===== src/rtl/serial_add_seq_if.sv =====
// Operand/result handshake bundle for the bit-serial adder.
// The producer/consumer side drives through master; the adder uses slave.
interface serial_add_seq_if #(
  parameter int unsigned WIDTH = 4
);
  logic             in_valid;
  logic             in_ready;
  logic [WIDTH-1:0] in_a;
  logic [WIDTH-1:0] in_b;
  logic             out_valid;
  logic             out_ready;
  logic [WIDTH-1:0] sum_out;
  logic             carry_out;
  logic             busy;

  modport master (
    output in_valid, in_a, in_b, out_ready,
    input  in_ready, out_valid, sum_out, carry_out, busy
  );

  modport slave (
    input  in_valid, in_a, in_b, out_ready,
    output in_ready, out_valid, sum_out, carry_out, busy
  );
endinterface


===== src/rtl/serial_add_seq.sv =====
// Bit-serial adder: accepts an operand pair, runs WIDTH LSB-first full-adder
// steps through a carry flop, then presents {carry, sum} until taken.
module serial_add_seq #(
  parameter int unsigned WIDTH = 4
) (
  input  logic            clk,
  input  logic            rst,
  serial_add_seq_if.slave bus
);

  localparam int unsigned CW = $clog2(WIDTH);

  typedef enum logic [1:0] {IDLE, SHIFT, DONE} state_e;

  state_e           state_q, state_d;
  logic [WIDTH-1:0] a_q, a_d;
  logic [WIDTH-1:0] b_q, b_d;
  logic [WIDTH-1:0] res_q, res_d;
  logic             carry_q, carry_d;
  logic [CW-1:0]    cnt_q, cnt_d;
  logic [WIDTH-1:0] sum_q, sum_d;
  logic             cout_q, cout_d;
  logic             in_ready_q, in_ready_d;
  logic             out_valid_q, out_valid_d;
  logic             busy_q, busy_d;

  logic step_sum;
  logic step_carry;

  assign step_sum   = a_q[0] ^ b_q[0] ^ carry_q;
  assign step_carry = (a_q[0] & b_q[0]) | (a_q[0] & carry_q) | (b_q[0] & carry_q);

  // The result is copied into separate output flops on the last step so it
  // survives the next operation's carry clear and shifting until its DONE.
  always_comb begin
    state_d     = state_q;
    a_d         = a_q;
    b_d         = b_q;
    res_d       = res_q;
    carry_d     = carry_q;
    cnt_d       = cnt_q;
    sum_d       = sum_q;
    cout_d      = cout_q;
    in_ready_d  = in_ready_q;
    out_valid_d = out_valid_q;
    busy_d      = busy_q;

    case (state_q)
      IDLE: begin
        if (bus.in_valid) begin
          a_d        = bus.in_a;
          b_d        = bus.in_b;
          carry_d    = 1'b0;
          cnt_d      = '0;
          state_d    = SHIFT;
          in_ready_d = 1'b0;
          busy_d     = 1'b1;
        end
      end
      SHIFT: begin
        a_d     = a_q >> 1;
        b_d     = b_q >> 1;
        res_d   = {step_sum, res_q[WIDTH-1:1]};
        carry_d = step_carry;
        cnt_d   = cnt_q + CW'(1);
        if (cnt_q == CW'(WIDTH - 1)) begin
          state_d     = DONE;
          sum_d       = {step_sum, res_q[WIDTH-1:1]};
          cout_d      = step_carry;
          out_valid_d = 1'b1;
        end
      end
      DONE: begin
        if (bus.out_ready) begin
          state_d     = IDLE;
          out_valid_d = 1'b0;
          in_ready_d  = 1'b1;
          busy_d      = 1'b0;
        end
      end
      default: begin
        state_d     = IDLE;
        in_ready_d  = 1'b1;
        out_valid_d = 1'b0;
        busy_d      = 1'b0;
      end
    endcase
  end

  always_ff @(posedge clk or negedge rst) begin
    if (!rst) begin
      state_q     <= IDLE;
      a_q         <= '0;
      b_q         <= '0;
      res_q       <= '0;
      carry_q     <= 1'b0;
      cnt_q       <= '0;
      sum_q       <= '0;
      cout_q      <= 1'b0;
      in_ready_q  <= 1'b1;
      out_valid_q <= 1'b0;
      busy_q      <= 1'b0;
    end else begin
      state_q     <= state_d;
      a_q         <= a_d;
      b_q         <= b_d;
      res_q       <= res_d;
      carry_q     <= carry_d;
      cnt_q       <= cnt_d;
      sum_q       <= sum_d;
      cout_q      <= cout_d;
      in_ready_q  <= in_ready_d;
      out_valid_q <= out_valid_d;
      busy_q      <= busy_d;
    end
  end

  assign bus.in_ready  = in_ready_q;
  assign bus.out_valid = out_valid_q;
  assign bus.sum_out   = sum_q;
  assign bus.carry_out = cout_q;
  assign bus.busy      = busy_q;

endmodule

===== src/flat_wrapper.sv =====
// flat-port wrapper written by rule: the top's interface ports become plain ports
module serial_add_seq_flat 
#(
  parameter int unsigned WIDTH = 4
)
  (clk, rst, bus_in_valid, bus_in_a, bus_in_b, bus_out_ready, bus_in_ready, bus_out_valid, bus_sum_out, bus_carry_out, bus_busy);
  serial_add_seq_if #(.WIDTH(WIDTH)) bus_i ();
  input  logic clk;
  input  logic rst;
  input wire logic [$bits(bus_i.in_valid)-1:0] bus_in_valid;
  input wire logic [$bits(bus_i.in_a)-1:0] bus_in_a;
  input wire logic [$bits(bus_i.in_b)-1:0] bus_in_b;
  input wire logic [$bits(bus_i.out_ready)-1:0] bus_out_ready;
  output wire logic [$bits(bus_i.in_ready)-1:0] bus_in_ready;
  output wire logic [$bits(bus_i.out_valid)-1:0] bus_out_valid;
  output wire logic [$bits(bus_i.sum_out)-1:0] bus_sum_out;
  output wire logic [$bits(bus_i.carry_out)-1:0] bus_carry_out;
  output wire logic [$bits(bus_i.busy)-1:0] bus_busy;
  assign bus_i.in_valid = bus_in_valid;
  assign bus_i.in_a = bus_in_a;
  assign bus_i.in_b = bus_in_b;
  assign bus_i.out_ready = bus_out_ready;
  assign bus_in_ready = bus_i.in_ready;
  assign bus_out_valid = bus_i.out_valid;
  assign bus_sum_out = bus_i.sum_out;
  assign bus_carry_out = bus_i.carry_out;
  assign bus_busy = bus_i.busy;
  serial_add_seq #(.WIDTH(WIDTH)) u_core (.clk(clk), .rst(rst), .bus(bus_i));
endmodule

===== config.mk =====
export PLATFORM = sky130hd
export DESIGN_NAME = serial_add_seq_flat
export DESIGN_NICKNAME = d
export VERILOG_FILES = /design/src/rtl/serial_add_seq_if.sv /design/src/rtl/serial_add_seq.sv /design/src/flat_wrapper.sv
export SDC_FILE = /design/constraint.sdc
export NUM_CORES = 1
export LEC_CHECK = 0
export CORE_MARGIN = 3
export CORE_UTILIZATION = 50
export CTS_CLUSTER_SIZE = 8
export DETAILED_ROUTE_END_ITERATION = 12
export PLACE_DENSITY = 0.77
export SETUP_SLACK_MARGIN = 0.15
export SYNTH_ARGS = -nofsm -noshare
export SYNTH_HDL_FRONTEND = slang
export SYNTH_SLANG_ARGS = --single-unit
export TNS_END_PERCENT = 5

===== constraint.sdc =====
create_clock -name clk -period 2.3 [get_ports clk]
set_input_delay 0.46 -clock clk [delete_from_list [all_inputs] [get_ports clk]]
set_output_delay 0.46 -clock clk [all_outputs]
set_load 0.02 [all_outputs]

# After elaboration in Yosys (flattened, before gate mapping)
# Index checks and enable logic that the tools add are counted.
classes:
  add_sub_neg: 1
  eq_ne: 6
  n_mux: 19
  bitwise: 9
  reduce_logical: 7
op_table:
  columns: ["operator", "count"]
  rows:
  - ["$pmux W4 S2", 2]
  - ["$pmux W1 S3", 3]
  - ["$reduce_and A3 Y1", 3]
  - ["$mux W2", 4]
  - ["$mux W4", 2]
  - ["$pmux W2 S3", 1]
  - ["$mux W1", 5]
  - ["$eq A2 B2 Y1 const B", 2]
  - ["$ne A2 B2 Y1 const B", 2]
  - ["$pmux W2 S2", 1]
  - ["$reduce_and A2 Y1", 2]
  - ["$and A1 B1 Y1", 3]
  - ["$add A2 B1 Y2 const B", 1]
  - ["$eq A2 B1 Y1 const B", 1]
  - ["$logic_not A2 Y1", 1]
  - ["$ne A2 B1 Y1 const B", 1]
  - ["$not A1 Y1", 2]
  - ["$or A1 B1 Y1", 2]
  - ["$pmux W1 S2", 1]
  - ["$reduce_bool A2 Y1", 1]
  - ["$xor A1 B1 Y1", 2]
word_totals:
  ff_bits: 25
  input_bits: 12
  output_inout_bits: 8
  wordCells: 53

# Logic depth before layout (Yosys ltp)
# Gate-level depths: netlist of run 1.
logic_depth:
  ltp_word: 4
  depth_mapped: 5
  depth_no_buf: 3

# Least setup slack after synthesis of run 1
# Ideal clock, no wire load.
synth_timing:
  path_kind: "register to register"
  startpoint: "register u_core.carry_q"
  endpoint: "register u_core.sum_q[3] (netlist: u_core.bus.sum_out[3])"
  setup_ns: 0.125
  arrival_ns: 1.126
  t_required_ns: 2.175
  setup_slack_ns: 1.049
  path_stages_with_launch: 3
  path_cell_list: "dfrtp_1 > fa_1 > mux2_4"
synth_via:
  elab_chain_len: 1
synth_lines:
  columns: ["element", "line", "source"]
  rows:
  - ["start, declared", "serial_add_seq.sv:19", "logic carry_q, carry_d;"]
  - ["start signal, assigned", "serial_add_seq.sv:108", "carry_q <= carry_d;"]
  - ["$xor A1 B1 Y1", "serial_add_seq.sv:30", "assign step_sum = a_q[0] ^ b_q[0] ^ carry_q;"]
  - ["net u_core.step_sum", "serial_add_seq.sv:27", "logic step_sum;"]
  - ["end signal, assigned", "serial_add_seq.sv:110", "sum_q <= sum_d;"]
  - ["end, declared", "serial_add_seq.sv:21", "logic [WIDTH-1:0] sum_q, sum_d;"]
# The timed path passes the listed nets, and every way through them passes these cells.
# A chain may end at the register's enable or synchronous reset.

# Worst setup path after layout of run 1
layout_timing:
  startpoint: "register u_core.in_ready_q (netlist: u_core.bus.in_ready)"
  endpoint: "output bus_in_ready"
layout_rtl:
  columns: ["element", "line", "source"]
  rows:
  - ["start, declared", "serial_add_seq.sv:23", "logic in_ready_q, in_ready_d;"]
  - ["start signal, assigned", "serial_add_seq.sv:112", "in_ready_q <= in_ready_d;"]
  - ["end, declared", "flat_wrapper.sv:14", "output wire logic [$bits(bus_i.in_ready)-1:0] bus_in_ready;"]
# No word-level cell between the ends.

==> results of run 1 <==
==> path summary, 6_finish.rpt <==
check                                                      from                         endpoint  cells past startpoint  slack (ns)
worst max-delay path            u_core.bus.in_ready$_DFFE_PN1P_                     bus_in_ready                      1        0.36
worst min-delay path                                        rst      u_core.res_q[2]$_DFFE_PN0N_                      2        0.49
worst max register to register    u_core.state_q[1]$_DFFE_PN0P_        u_core.a_q[2]$_DFFE_PN0P_                      3        0.83
worst min register to register      u_core.res_q[1]$_DFFE_PN0N_      u_core.res_q[1]$_DFFE_PN0N_                      2        0.50
max in group asynchronous                                   rst  u_core.bus.in_ready$_DFFE_PN1P_                      2        1.52
min in group clk                    u_core.res_q[1]$_DFFE_PN0N_      u_core.res_q[1]$_DFFE_PN0N_                      2        0.50
==> metrics by stage <==
stage	hold slack [ns]	area [µm²]
5_1_grt	0.502	1280
3_5_place_dp	0.480	1250
4_1_cts	0.498	1280
2_1_floorplan	0.164	1050
6_report	0.495	1280
3_3_place_gp	0.464	1250
==> cells in the mapped netlist <==
cell,number
clkbuf_1,1
nand2_1,18
buf_2,3
a32oi_1,2
a22o_1,2
o21ai_0,3
buf_6,1
nor2_1,16
mux2_4,5
fa_1,1
ha_1,1
dfstp_2,1
nand2_4,1
a211oi_1,1
nor2b_4,1
dfrtp_1,23
nor3_1,2
nor2b_1,1
o32ai_1,5
nand2b_1,2
o21ba_2,1
o21bai_1,1
a21oi_1,3
==> power groups by stage <==
stage	Clock, mW	Combinational, mW	Sequential, mW
global route	0.209	0.921	0.837
detailed placement	0	0.838	0.816
CTS	0.194	0.841	0.807
finish	0.189	0.832	0.804
global placement	0	0.813	0.811
floorplan	0	0.580	0.822
==> cells by family after synthesis <==
| logic type | share of synthesized area [%] |
|---|---|
| flops | 57.1 |
| buf+inv | 2.85 |
| compound gates | 12.7 |
| fa+ha+maj | 3.08 |
| mux | 7.12 |
| simple gates | 17.2 |
==> final cells by class <==
cell class	instances	area, µm²	share of cell area (%)
well taps	25	31.3	2.44
repair buffers	20	198	15.4
multi-input cells	66	423	33.0
clock buffers	4	26.3	2.05
flip-flops and latches	24	602	47.0
==> flip-flops by register name, indices dropped and copies added (netlist names) <==
signal                cells
u_core.bus.carry_out      1
u_core.state_q            2
u_core.cnt_q              2
u_core.b_q                4
u_core.a_q                4
u_core.bus.sum_out        4
u_core.bus.busy           1
u_core.res_q              3
u_core.bus.in_ready       1
u_core.carry_q            1
u_core.bus.out_valid      1
==> metal layers <==
layer	vias to the layer above	global-route usage (%)	routed length, µm
met5	-	0	0
met4	0	7.86	31
met3	4	2.58	100
met2	27	25.9	875
met1	359	20.8	873
li1	367	-	-
==> key figures, run 1 <==
Global routing
  – GRT Util Overall: 16.1%
  – Initial antenna violation count: 0
  – First-pass GRT wire length: 3160 µm
  – Number of global-route vias before repair: 718
  – Gr ovfl total: 0
  – Largest net degree at the start of global routing: 25

STA
  – Fin crit period: 1.94 ns
  – Slew HR: 62.5%
  – Final Hold Viols: 0
  – RSZ-0062 raised after global routing: no
  – Crit share post-route: 84.1%
  – Slew Limit Fails: 0
  – Setup TNS: 0 ns
  – F_max: 517 MHz
  – Tightest Pin Transition: 0.563 ns
  – Layout Skew: 0.00470 ns
  – Final setup violation count: 0
  – Setup ws final: 0.365 ns

CTS
  – Clock Latency Late Sink: 0.31 ns
  – Num CTS Buffers: 3
  – H-tree depth: 1
  – Root Buffer: clkbuf_4
  – Worst-path clk slew: 0.13 ns
  – Clk sink count: 24
  – Clk buf depth: 2
  – Hold_buf cts: 0
  – CTS tree: yes
  – Setup Buffers After CTS: 0
  – Post_cts resized: 0

Finish
  – Layout Utilization: 68.9%
  – Layout cells sized above 1: 11.4%
  – Commonest cells after routing, fill and taps aside: dfrtp_1 (23), clkdlybuf4s50_1 (19), nand2_1 (18), nor2_1 (16)
  – Area growth from synthesis to layout: 21.4%
  – Commonest non-fill, non-tap cell in the layout: dfrtp_1
  – Fillers: 143
  – Non-filler cells, final: 139
  – Number of inserted diodes: 0
  – NumNets Final: 129

Critical path
  – Delay-heaviest family, CP: buffers and inverters
  – Critical Path Slowest Stage Cell: clkdlybuf4s50_1
  – Critical path, cell by cell: clkdlybuf4s50_1
  – CP Data Arrival Time: 1.48 ns
  – Kind of critical path: reg -> out
  – Crit-path max FO: 3
  – CP bufs+invs: 1
  – Data required, critical path: 1.84 ns
  – Max incr delay on CP: 0.60 ns
  – Startpoint Class: flip-flop
  – Worst Setup End Kind: output pin

Run status
  – Status: finished, final reports clean

Synthesis
  – Seq cells post-synth: 24
  – Yosys warning count: 0
  – Gate Count Post-Synth: 95
  – Cell Area, Synth: 0.00105 mm²
  – Post-synthesis sequential area ratio: 57.1%
  – Mapped Nets: 109
  – Syn_area_per_cell: 11.1 µm²
  – Synth cell types: 23
  – Share of the synthesized area in the top cell type: 54.6%
  – Synth top area cells: dfrtp_1 (55%), mux2_4 (7.1%), nand2_1 (6.4%)
  – Synth area leader: dfrtp_1

Place
  – Dpl hpwl: 1310 µm
  – Post-Place Worst Slack: 0.603 ns
  – Cell Count Post-Placement: 135
  – Port Buffers: 19
  – GPL Wtd Cong: 0.709

Floorplanning
  – Die width: 51.9 µm
  – Die ar.: 0.00270 mm²
  – Initial Util: 56.8%
  – # IOs: 20
  – Die H: 51.9 µm
  – Row count: 15
  – Core Region: 0.00186 mm²

Run
  – Max cap viols: 0

Power and ir drop
  – Switch share: 38.3%
  – Leak: 0.585 nW
  – Overall Power: 1.82 mW
  – Comb pwr share: 45.6%
  – Sequential share of power: 44.1%
  – Internal power: 1.13 mW
  – NetSw: 0.699 mW
  – Worst VDD drop: 0.000679 V
  – Cell area power density: 1430 mW/mm²
  – Clock power share: 10.3%

Detailed routing
  – Final wirelength: 1880 µm
  – Routed WL per cell: 13.5 µm
  – DR pass1 iterations: 4
  – DRC: 0
  – DRT antenna net count: 0
  – Vias: 757
  – Initial DRC Count: 20
  – DR vias/cell: 5.45

Min path
  – Hold crit path type: in -> async
No activity file was read; power rests on OpenSTA's default activity.
==> run 2: changes to the inputs <==
==> constraint.sdc (replaced) <==
create_clock -name clk -period 1.9 [get_ports clk]
set_input_delay 0.38 -clock clk [delete_from_list [all_inputs] [get_ports clk]]
set_output_delay 0.38 -clock clk [all_outputs]
set_load 0.02 [all_outputs]
==> run 2 against run 1 <==
Sequential power is 21% higher. Sequential cell count stayed put. Count of clock-buffer cells in the layout stayed put. Total power is 21% higher. Via count stayed put. Wire length stayed put. Die area stayed put. Critical path type unchanged. First-iteration DRC count stayed put. Clock skew stayed put. Worst setup slack worse by 0.16 ns. Final cell count stayed put.
==> key figures, run 2 (synthesis results as in run 1) <==
CTS
  – CTS tree: yes
  – Clk buf depth: 2 (unchanged)
  – Worst-path clk slew: 0.13 ns (about the same)
  – Root Buffer: clkbuf_4
  – Clk sink count: 24 (unchanged)
  – Hold_buf cts: 0 (unchanged)
  – H-tree depth: 1 (unchanged)
  – Clock Latency Late Sink: 0.31 ns (about the same)
  – Num CTS Buffers: 3 (unchanged)
  – Post_cts resized: 1 (+1)
  – Setup Buffers After CTS: 0 (unchanged)

Global routing
  – Initial antenna violation count: 0 (unchanged)
  – First-pass GRT wire length: 3160 µm (unchanged)
  – Gr ovfl total: 0 (unchanged)
  – GRT Util Overall: 16.1% (unchanged)
  – Number of global-route vias before repair: 718 (unchanged)
  – Largest net degree at the start of global routing: 25 (unchanged)

Detailed routing
  – Initial DRC Count: 20 (unchanged)
  – Vias: 757 (unchanged)
  – DRC: 0 (unchanged)
  – DR pass1 iterations: 4 (unchanged)
  – Final wirelength: 1880 µm (unchanged)
  – DRT antenna net count: 0 (unchanged)
  – DR vias/cell: 5.45 (unchanged)
  – Routed WL per cell: 13.5 µm (unchanged)

Critical path
  – CP bufs+invs: 1 (unchanged)
  – Max incr delay on CP: 0.61 ns (about the same)
  – Delay-heaviest family, CP: buffers and inverters
  – Flop-to-flop setup slack: 0.43 ns (-0.40 ns)
  – Worst reg2reg path depth: 3 (unchanged)
  – Data required, critical path: 1.52 ns (-0.32 ns)
  – Critical path, cell by cell: clkdlybuf4s50_1
  – CP Data Arrival Time: 1.31 ns (-0.17 ns)
  – Startpoint Class: flip-flop
  – Reg-to-Reg End: u_core.a_q[2]$_DFFE_PN0P_
  – RR Startpoint: u_core.state_q[1]$_DFFE_PN0P_
  – Worst Setup End Kind: output pin
  – Crit-path max FO: 3 (unchanged)
  – Critical Path Slowest Stage Cell: clkdlybuf4s50_1
  – Kind of critical path: reg -> out

Power and ir drop
  – Comb pwr share: 45.4% (-0.2 points)
  – Clock power share: 10.4% (about the same)
  – Worst VDD drop: 0.000821 V (+21%)
  – Switch share: 38.4% (+0.099 points)
  – Cell area power density: 1720 mW/mm² (+21%)
  – NetSw: 0.846 mW (+21%)
  – Sequential share of power: 44.2% (about the same)
  – Leak: 0.587 nW (+0.50%)
  – Internal power: 1.36 mW (+20%)

Run
  – Max cap viols: 0 (unchanged)

STA
  – Tightest Pin Transition: 0.563 ns (unchanged)
  – RSZ-0062 raised after global routing: no
  – Slew HR: 62.5% (unchanged)
  – Slew Limit Fails: 0 (unchanged)
  – Layout Skew: 0.00470 ns (unchanged)
  – F_max: 590 MHz
  – Crit share post-route: 89.2%
  – Final Hold Viols: 0 (unchanged)
  – Final setup violation count: 0 (unchanged)
  – Fin crit period: 1.69 ns
  – Setup TNS: 0 ns (unchanged)

Floorplanning
  – # IOs: 20 (unchanged)
  – Die width: 51.9 µm (unchanged)
  – Die H: 51.9 µm (unchanged)
  – Initial Util: 56.8% (unchanged)
  – Core Region: 0.00186 mm² (unchanged)
  – Die ar.: 0.00270 mm² (unchanged)
  – Row count: 15 (unchanged)

Finish
  – Commonest non-fill, non-tap cell in the layout: dfrtp_1
  – Area growth from synthesis to layout: 21.2% (about the same)
  – Fillers: 144 (+0.70%)
  – Layout cells sized above 1: 11.4% (unchanged)
  – Layout Utilization: 68.8% (about the same)
  – Area of the multi-input gates: 423 µm² (unchanged)
  – Non-filler cells, final: 139 (unchanged)
  – Commonest cells after routing, fill and taps aside: dfrtp_1 (23), nand2_1 (18), clkdlybuf4s50_1 (18), nor2_1 (16)
  – NumNets Final: 129 (unchanged)
  – Number of inserted diodes: 0 (unchanged)
  – Register area: 602 µm² (unchanged)

Place
  – GPL Wtd Cong: 0.709 (unchanged)
  – Cell Count Post-Placement: 135 (unchanged)
  – Port Buffers: 19 (unchanged)
  – Dpl hpwl: 1310 µm (unchanged)

Min path
  – Hold crit path type: in -> async

Run status
  – Status: finished, final reports clean
[run 2: cell count changes in the layout (fill, tap and decap cells not counted)]
cell,before,now
clkdlybuf4s50_1,19,18
dlygate4sd2_1,0,1
[run 2: worst max path at each step]
stage | endpoint | slack, ns | start | cells after the start
final | bus_busy | 0.21 | u_core.bus.busy$_DFFE_PN0P_ | 1
after global routing | bus_busy | 0.16 | u_core.bus.busy$_DFFE_PN0P_ | 1
after CTS | bus_busy | 0.19 | u_core.bus.busy$_DFFE_PN0P_ | 1
after detailed placement | u_core.a_q[2]$_DFFE_PN0P_ | 0.28 | bus_in_valid | 4
after global placement | u_core.b_q[2]$_DFFE_PN0P_ | 0.30 | bus_in_valid | 4
after floorplan | u_core.bus.sum_out[3]$_DFFE_PN0P_ | 0.65 | u_core.carry_q$_DFFE_PN0P_ | 2
[run 2: metal layers]
metal	share of wire [%]	GRT usage (%)	routed length (µm)
met5	0	0	0
met2	47	25.9	875
met4	1.6	7.86	31
met3	5.3	2.58	100
met1	46	20.8	872
[run 2: area by class of cell]
class                   instances  area share, %
clock buffers                   4           2.05
multi-input cells              66           33.1
flip-flops and latches         24           47.1
well taps                      25           2.45
repair buffers                 20           15.4
[run 2: per-stage QoR]
step	total power, mW	cell area, µm²	setup slack (ns)	hold WS [ns]
6_report	2.20	1280	0.205	0.415
5_1_grt	2.37	1280	0.158	0.422
4_1_cts	2.22	1280	0.192	0.418
3_5_place_dp	2.00	1250	0.283	0.480
3_3_place_gp	1.97	1250	0.303	0.464
2_1_floorplan	1.70	1050	0.649	0.0844
[run 2: power by group through the flow]
| stage | registers (mW) | clock network [mW] | logic [mW] |
|---|---|---|---|
| 5_1_grt | 1.01 | 0.253 | 1.11 |
| 3_3_place_gp | 0.982 | 0 | 0.984 |
| 6_report | 0.973 | 0.228 | 1.00 |
| 2_1_floorplan | 0.995 | 0 | 0.702 |
| 4_1_cts | 0.977 | 0.235 | 1.01 |
| 3_5_place_dp | 0.988 | 0 | 1.01 |
